--- src/rtl/regfile_pkg.sv ---
// Shared constants and types for the register-file access controller.
//   DW / AW / NREG : data width, address width, register count (NREG == 2**AW)
//   state_t        : controller FSM states
//   PORT_A/PORT_B  : requester ids, also the bit positions in the grant vector
package regfile_pkg;

   localparam int DW   = 8;
   localparam int AW   = 2;
   localparam int NREG = 4;

   typedef enum logic {
      CLEAR = 1'b0,
      IDLE  = 1'b1
   } state_t;

   localparam logic PORT_A = 1'b0;
   localparam logic PORT_B = 1'b1;

endpackage

--- src/rtl/regfile_access_ctrl_if.sv ---
// One requester port of the register-file access controller.
//   req/we/addr/wdata : request from the requester, held stable until gnt
//   gnt               : combinational grant for this cycle
//   rvalid            : one-cycle pulse the cycle after a read grant
//   rdata             : read data, held until the next read grant of the port
// modport master = requester side, modport slave = controller side.
interface regfile_access_ctrl_if;
   import regfile_pkg::*;

   logic          req;
   logic          we;
   logic [AW-1:0] addr;
   logic [DW-1:0] wdata;
   logic          gnt;
   logic          rvalid;
   logic [DW-1:0] rdata;

   modport master (output req, we, addr, wdata, input gnt, rvalid, rdata);
   modport slave  (input req, we, addr, wdata, output gnt, rvalid, rdata);

endinterface

--- src/rtl/rr_arbiter2.sv ---
// Two-way round-robin arbiter, purely combinational.
//   req_a, req_b : requests
//   en           : arbitration allowed this cycle
//   last_gnt     : port granted most recently (PORT_A / PORT_B)
//   gnt          : one-hot grant, bit PORT_A = port A, bit PORT_B = port B
module rr_arbiter2
   import regfile_pkg::*;
(
   input  logic       req_a,
   input  logic       req_b,
   input  logic       en,
   input  logic       last_gnt,
   output logic [1:0] gnt
);

   always_comb begin
      // NOTE: default every output first so no path leaves it unassigned (no latch).
      gnt = 2'b00;
      if (en) begin
         if (req_a && req_b) begin
            // Contention: the port that did not win last time goes first.
            if (last_gnt == PORT_A) gnt[PORT_B] = 1'b1;
            else                    gnt[PORT_A] = 1'b1;
         end else begin
            gnt[PORT_A] = req_a;
            gnt[PORT_B] = req_b;
         end
      end
   end

endmodule

--- src/rtl/regfile_access_ctrl.sv ---
// Sequencer and arbiter in front of a 4x8 single-port register file.
// After reset, and on clr_start, every register is cleared one per cycle
// (the register file's rst only clears the addressed entry). Otherwise the
// two requester ports share the file through a round-robin arbiter.
//   clk, rst         : clock, asynchronous active-low reset
//   clr_start        : one-cycle clear request (ignored while clearing)
//   clr_busy         : clear sequence running
//   a_if, b_if       : requester ports (slave side)
//   rf_addr/rf_data  : register file address / write data
//   rf_rst/rf_write  : register file clear / write strobes
//   rf_out           : register file read data
module regfile_access_ctrl
   import regfile_pkg::*;
(
   input  logic                  clk,
   input  logic                  rst,
   input  logic                  clr_start,
   output logic                  clr_busy,
   regfile_access_ctrl_if.slave  a_if,
   regfile_access_ctrl_if.slave  b_if,
   output logic [AW-1:0]         rf_addr,
   output logic [DW-1:0]         rf_data,
   output logic                  rf_rst,
   output logic                  rf_write,
   input  logic [DW-1:0]         rf_out
);

   state_t        state;
   logic [AW-1:0] clr_cnt;
   logic          last_gnt;
   logic [1:0]    gnt;
   logic          arb_en;

   // A clear request in IDLE takes priority over any pending access.
   assign arb_en   = (state == IDLE) && !clr_start;
   assign clr_busy = (state == CLEAR);

   rr_arbiter2 u_arb (
      .req_a    (a_if.req),
      .req_b    (b_if.req),
      .en       (arb_en),
      .last_gnt (last_gnt),
      .gnt      (gnt)
   );

   assign a_if.gnt = gnt[PORT_A];
   assign b_if.gnt = gnt[PORT_B];

   // Register-file bus: clear strobe while sequencing, otherwise the winner.
   always_comb begin
      rf_addr  = '0;
      rf_data  = '0;
      rf_rst   = 1'b0;
      rf_write = 1'b0;
      if (state == CLEAR) begin
         rf_rst  = 1'b1;
         rf_addr = clr_cnt;
      end else if (gnt[PORT_A]) begin
         rf_addr  = a_if.addr;
         rf_write = a_if.we;
         if (a_if.we) rf_data = a_if.wdata;
      end else if (gnt[PORT_B]) begin
         rf_addr  = b_if.addr;
         rf_write = b_if.we;
         if (b_if.we) rf_data = b_if.wdata;
      end
   end

   always_ff @(posedge clk or negedge rst) begin
      if (!rst) begin
         state       <= CLEAR;
         clr_cnt     <= '0;
         last_gnt    <= PORT_B;
         a_if.rvalid <= 1'b0;
         b_if.rvalid <= 1'b0;
         a_if.rdata  <= '0;
         b_if.rdata  <= '0;
      end else begin
         // NOTE: non-blocking assignments so every register samples pre-edge values.
         a_if.rvalid <= gnt[PORT_A] && !a_if.we;
         b_if.rvalid <= gnt[PORT_B] && !b_if.we;
         if (gnt[PORT_A] && !a_if.we) a_if.rdata <= rf_out;
         if (gnt[PORT_B] && !b_if.we) b_if.rdata <= rf_out;

         case (state)
            CLEAR: begin
               if (clr_cnt == AW'(NREG - 1)) begin
                  clr_cnt <= '0;
                  state   <= IDLE;
               end else begin
                  clr_cnt <= clr_cnt + 1'b1;
               end
            end
            IDLE: begin
               if (clr_start) begin
                  state <= CLEAR;
               end else if (gnt[PORT_A]) begin
                  last_gnt <= PORT_A;
               end else if (gnt[PORT_B]) begin
                  last_gnt <= PORT_B;
               end
            end
            default: state <= CLEAR;
         endcase
      end
   end

endmodule
--- src/flat_wrapper.sv ---
// flat-port wrapper written by rule: the top's interface ports become plain ports
module regfile_access_ctrl_flat import regfile_pkg::*;
  (clk, rst, clr_start, clr_busy, rf_addr, rf_data, rf_rst, rf_write, rf_out, a_if_req, a_if_we, a_if_addr, a_if_wdata, a_if_gnt, a_if_rvalid, a_if_rdata, b_if_req, b_if_we, b_if_addr, b_if_wdata, b_if_gnt, b_if_rvalid, b_if_rdata);
  regfile_access_ctrl_if a_if_i ();
  regfile_access_ctrl_if b_if_i ();
  input  logic clk;
  input  logic rst;
  input  logic clr_start;
  output logic clr_busy;
  output logic [AW-1:0] rf_addr;
  output logic [DW-1:0] rf_data;
  output logic rf_rst;
  output logic rf_write;
  input  logic [DW-1:0] rf_out;
  input wire logic [$bits(a_if_i.req)-1:0] a_if_req;
  input wire logic [$bits(a_if_i.we)-1:0] a_if_we;
  input wire logic [$bits(a_if_i.addr)-1:0] a_if_addr;
  input wire logic [$bits(a_if_i.wdata)-1:0] a_if_wdata;
  output wire logic [$bits(a_if_i.gnt)-1:0] a_if_gnt;
  output wire logic [$bits(a_if_i.rvalid)-1:0] a_if_rvalid;
  output wire logic [$bits(a_if_i.rdata)-1:0] a_if_rdata;
  input wire logic [$bits(b_if_i.req)-1:0] b_if_req;
  input wire logic [$bits(b_if_i.we)-1:0] b_if_we;
  input wire logic [$bits(b_if_i.addr)-1:0] b_if_addr;
  input wire logic [$bits(b_if_i.wdata)-1:0] b_if_wdata;
  output wire logic [$bits(b_if_i.gnt)-1:0] b_if_gnt;
  output wire logic [$bits(b_if_i.rvalid)-1:0] b_if_rvalid;
  output wire logic [$bits(b_if_i.rdata)-1:0] b_if_rdata;
  assign a_if_i.req = a_if_req;
  assign a_if_i.we = a_if_we;
  assign a_if_i.addr = a_if_addr;
  assign a_if_i.wdata = a_if_wdata;
  assign a_if_gnt = a_if_i.gnt;
  assign a_if_rvalid = a_if_i.rvalid;
  assign a_if_rdata = a_if_i.rdata;
  assign b_if_i.req = b_if_req;
  assign b_if_i.we = b_if_we;
  assign b_if_i.addr = b_if_addr;
  assign b_if_i.wdata = b_if_wdata;
  assign b_if_gnt = b_if_i.gnt;
  assign b_if_rvalid = b_if_i.rvalid;
  assign b_if_rdata = b_if_i.rdata;
  regfile_access_ctrl u_core (.clk(clk), .rst(rst), .clr_start(clr_start), .clr_busy(clr_busy), .a_if(a_if_i), .b_if(b_if_i), .rf_addr(rf_addr), .rf_data(rf_data), .rf_rst(rf_rst), .rf_write(rf_write), .rf_out(rf_out));
endmodule
--- config.mk ---
export PLATFORM = sky130hd
export DESIGN_NAME = regfile_access_ctrl_flat
export DESIGN_NICKNAME = d
export VERILOG_FILES = /design/src/rtl/regfile_pkg.sv /design/src/rtl/regfile_access_ctrl_if.sv /design/src/rtl/rr_arbiter2.sv /design/src/rtl/regfile_access_ctrl.sv /design/src/flat_wrapper.sv
export SDC_FILE = /design/constraint.sdc
export NUM_CORES = 1
export LEC_CHECK = 0
export ABC_AREA = 1
export CAP_MARGIN = 20
export CORE_AREA = 4 4 82 46
export DETAILED_ROUTE_END_ITERATION = 10
export DIE_AREA = 0 0 86 50
export PLACE_DENSITY_LB_ADDON = 0.15
export SYNTH_ARGS = -nofsm -noshare
export SYNTH_HDL_FRONTEND = slang
export SYNTH_HIERARCHICAL = 1
export SYNTH_SLANG_ARGS = --single-unit
--- constraint.sdc ---
create_clock -name clk -period 4.8 [get_ports clk]
set_input_delay 0.72 -clock clk [delete_from_list [all_inputs] [get_ports clk]]
set_output_delay 0.72 -clock clk [all_outputs]
set_load 0.005 [all_outputs]
==> summary.md <==
| Metric | Value |
|---|---|
| Status | `finished, final reports clean` |
| Worst Clk Skew | `0.00209 ns` |
| Pwr Density | `~470 nW/um^2` |
| Area leader, netlist | `dfrtp_1` |
| GRT Overall Usage | `14.1%` |
| HPWL after DPL | `~2.4 mm` |
| Final hold violations | `0` |
| GRT overflow | `0` |
| Die width | `86 um` |
| Worst hold path type | `reg -> reg` |
| R2r setup slk | `about 3.4 ns` |
| Layout cells sized above 1 | `5.83%` |
| Final Max Slew Viols | `0` |
| Nets | `260` |
| Drc violations | `0` |
| Clk_lat worst skew | `0.26 ns` |
| Post-route setup TNS | `0 ns` |
| End of the worst hold path | `u_core/a_if.rdata[6]$_DFFE_PN0P_` |
| Worst Tran Pin Value | `0.477 ns` |
| Final GP Congestion | `between 0.7 and 0.8` |
| Initial Util | `between 30% and 40%` |
| Peak VDD IR | `0.293 mV` |
| Port Buffer Count | `67` |
| Cts bufs inserted | `3` |
| R2R Path End | `u_core/last_gnt$_DFFE_PN1P_` |
| Post-synth EDFFs | `0` |
| Met3 usage | `3.16%` |
| Die H | `50 um` |
| Req. time, crit path | `4.08 ns` |
| Root Driver | `clkbuf_8` |
| Primary FF master, synth | `dfrtp_1` |
| Core box area | `2960 sq um` |
| Total inserted antenna cells | `0` |
| Via count | `1187` |
| Clock transition at path regs | `0.08 ns` |
| Post-CTS Setup Inserts | `0` |
| WP data arrival | `2.73 ns` |
| CP Capture Type | `output pin` |
| Dpl cell area | `1840 sq um` |
| CTS Hold Bufs | `0` |
| Worst hold stages | `2` |
| Top cell type's share of synthesized area | `around 44%` |
| DR iter-0 viols | `36` |
| Busiest metal layer after global routing | `met2` |
| IO Pins | `68` |
| FF-to-FF path depth | `8` |
| Fill cells | `between 200 and 300` |
| # clock sinks | `22` |
| Synthesized area | `1180 sq um` |
| Hold wc startpoint | `u_core/a_if.rdata[6]$_DFFE_PN0P_` |
| Synth top area cells | `dfrtp_1 (44%), nand2_1 (19%), nand3_1 (5.1%)` |
| Crit start category | `input pin` |
| Final antenna-violating net count | `0` |
| Via density | `4.51` |
| Most common cell in the synthesized netlist | `nand2_1` |
| CP Max Fanout | `13` |
| Mean Syn Cell Area | `7.49 sq um` |
| Mapped Nets | `around 190` |
| Max Cap Viol | `0` |
| Met1 Usage GRT | `18.1%` |
| Slew margin rel. | `68.1%` |
| CTS resizes | `0` |
| Initial antenna violation count | `0` |
| Final instance area | `1920 sq um` |
| Htree depth | `1` |
| RSZ-0062 raised after global routing | `no` |
| Tcrit/Tclk final | `71.9%` |
| Fmax | `a little under 300 MHz` |
| Row Count | `14` |
| First-pass GRT wire length | `4.90 mm` |
| FF+latch count, synth | `22` |
| Syn Inst Count | `158` |
| Layout area overhead | `62.4%` |
| Routed len/inst | `roughly 12 um` |
| Yosys cell types | `16` |
| Final-report setup violation count | `0` |
| Leak pwr | `0.924 nW` |
| Largest net degree at the start of global routing | `23` |
| Fin crit period | `3.45 ns` |
| WL final | `3.15 mm` |
| DRT Pass-1 Iters | `4` |
| CTS tree | `built` |
| Worst Path Class, Setup | `in -> out` |
| Die area | `4300 sq um` |
| CTS max path bufs | `2` |
| Asr flop ratio synth | `100%` |
| Met2 usage | `about a quarter` |
| Post-synth top cells | `nand2_1 (61), dfrtp_1 (21), inv_1 (14), nand3_1 (12), nor2_1 (10)` |
| Vias in the first global route | `1089` |
| Reg-to-reg critical path startpoint | `u_core/state$_DFF_PN0_` |
| Sequential area share after synthesis | `46.6%` |
| Synthesis Warnings | `6` |
-- how the worst max path moves through the flow --
stage                            end  slack, ns      start
after floorplan             rf_write       2.29  clr_start
after global placement    rf_data[0]       1.38  clr_start
after detailed placement  rf_data[2]       1.34  clr_start
after CTS                 rf_data[2]       1.33  clr_start
after global routing      rf_data[2]       1.17  clr_start
final                     rf_data[2]       1.35  clr_start
-- cells by family after synthesis --
group	Yosys count	share of synthesized area [%]
adder cells (fa/ha/maj)	1	1.06
buffers and inverters	26	12.5
flip-flops	22	46.6
AND/OR/NAND/NOR	85	29.5
AO/OA/AOI/OAI	24	10.4
-- report_power, final --
| part | internal (mW) | total (mW) | switching [mW] |
|---|---|---|---|
| clock network | 0.111 | 0.169 | 0.0573 |
| registers | 0.272 | 0.323 | 0.0515 |
| logic | 0.250 | 0.414 | 0.164 |
| total | 0.633 | 0.906 | 0.273 |
-- sequential cells by signal, summed over array words and instances, names as in the netlist --
register            flops
u_core/a_if.rdata       8
u_core/clr_cnt          2
u_core/b_if.rdata       8
u_core/last_gnt         1
u_core/a_if.rvalid      1
u_core/state            1
u_core/b_if.rvalid      1
-- per-stage QoR --
stage	worst slack (ns)	power [mW]	std cells	utilization (%)	hold WS (ns)
6_report	1.35	0.906	263	64.9	0.484
5_1_grt	1.17	0.977	263	64.9	0.517
4_1_cts	1.33	0.919	262	64.4	0.493
3_5_place_dp	1.34	0.747	258	62.0	0.474
3_3_place_gp	1.38	0.734	258	62.0	0.468
2_1_floorplan	2.29	0.501	158	-	0.424
-- final cells by class --
class	instances	area [sq um]	share of cell area [%]
clock inverters	1	30.0	1.56
clock buffers	3	41.3	2.15
flip-flops and latches	22	552	28.7
multi-input cells	110	484	25.2
repair buffers	70	701	36.5
well taps	40	50.0	2.60
inverters	17	63.8	3.32
-- worst max-delay path, cell delays in order --
cell	delay [ns]
clkdlybuf4s50_1	0.43
inv_1	0.06
nand2_1	0.06
inv_1	0.10
nand2_1	0.06
a21oi_1	0.25
buf_4	0.25
nand3_1	0.08
nand2_1	0.08
nand2_1	0.05
nor2_1	0.09
clkdlybuf4s50_1	0.52
-- routing by layer --
layer,vias up,wire length (um)
met5,-,0
li1,618,-
met3,2,245
met1,522,1480
met4,0,22
met2,45,1400
-- placed cells by master, fill, tap and decap left out --
| master | netlist | layout |
|---|---|---|
| nor2_1 | 10 | 10 |
| nand3_1 | 12 | 12 |
| o21a_1 | 1 | 1 |
| ha_1 | 1 | 1 |
| dfstp_2 | 1 | 1 |
| o21ai_0 | 8 | 8 |
| inv_2 | 3 | 3 |
| dfrtp_1 | 21 | 21 |
| o21ai_1 | 9 | 9 |
| nand2_1 | 61 | 61 |
| buf_8 | 0 | 1 |
| bufinv_16 | 0 | 1 |
| clkbuf_8 | 0 | 3 |
| a21oi_1 | 6 | 6 |
| inv_1 | 14 | 14 |
| clkdlybuf4s50_1 | 0 | 67 |
| nand2_4 | 2 | 2 |
| buf_4 | 3 | 2 |
No activity file was read; power rests on OpenSTA's default activity.
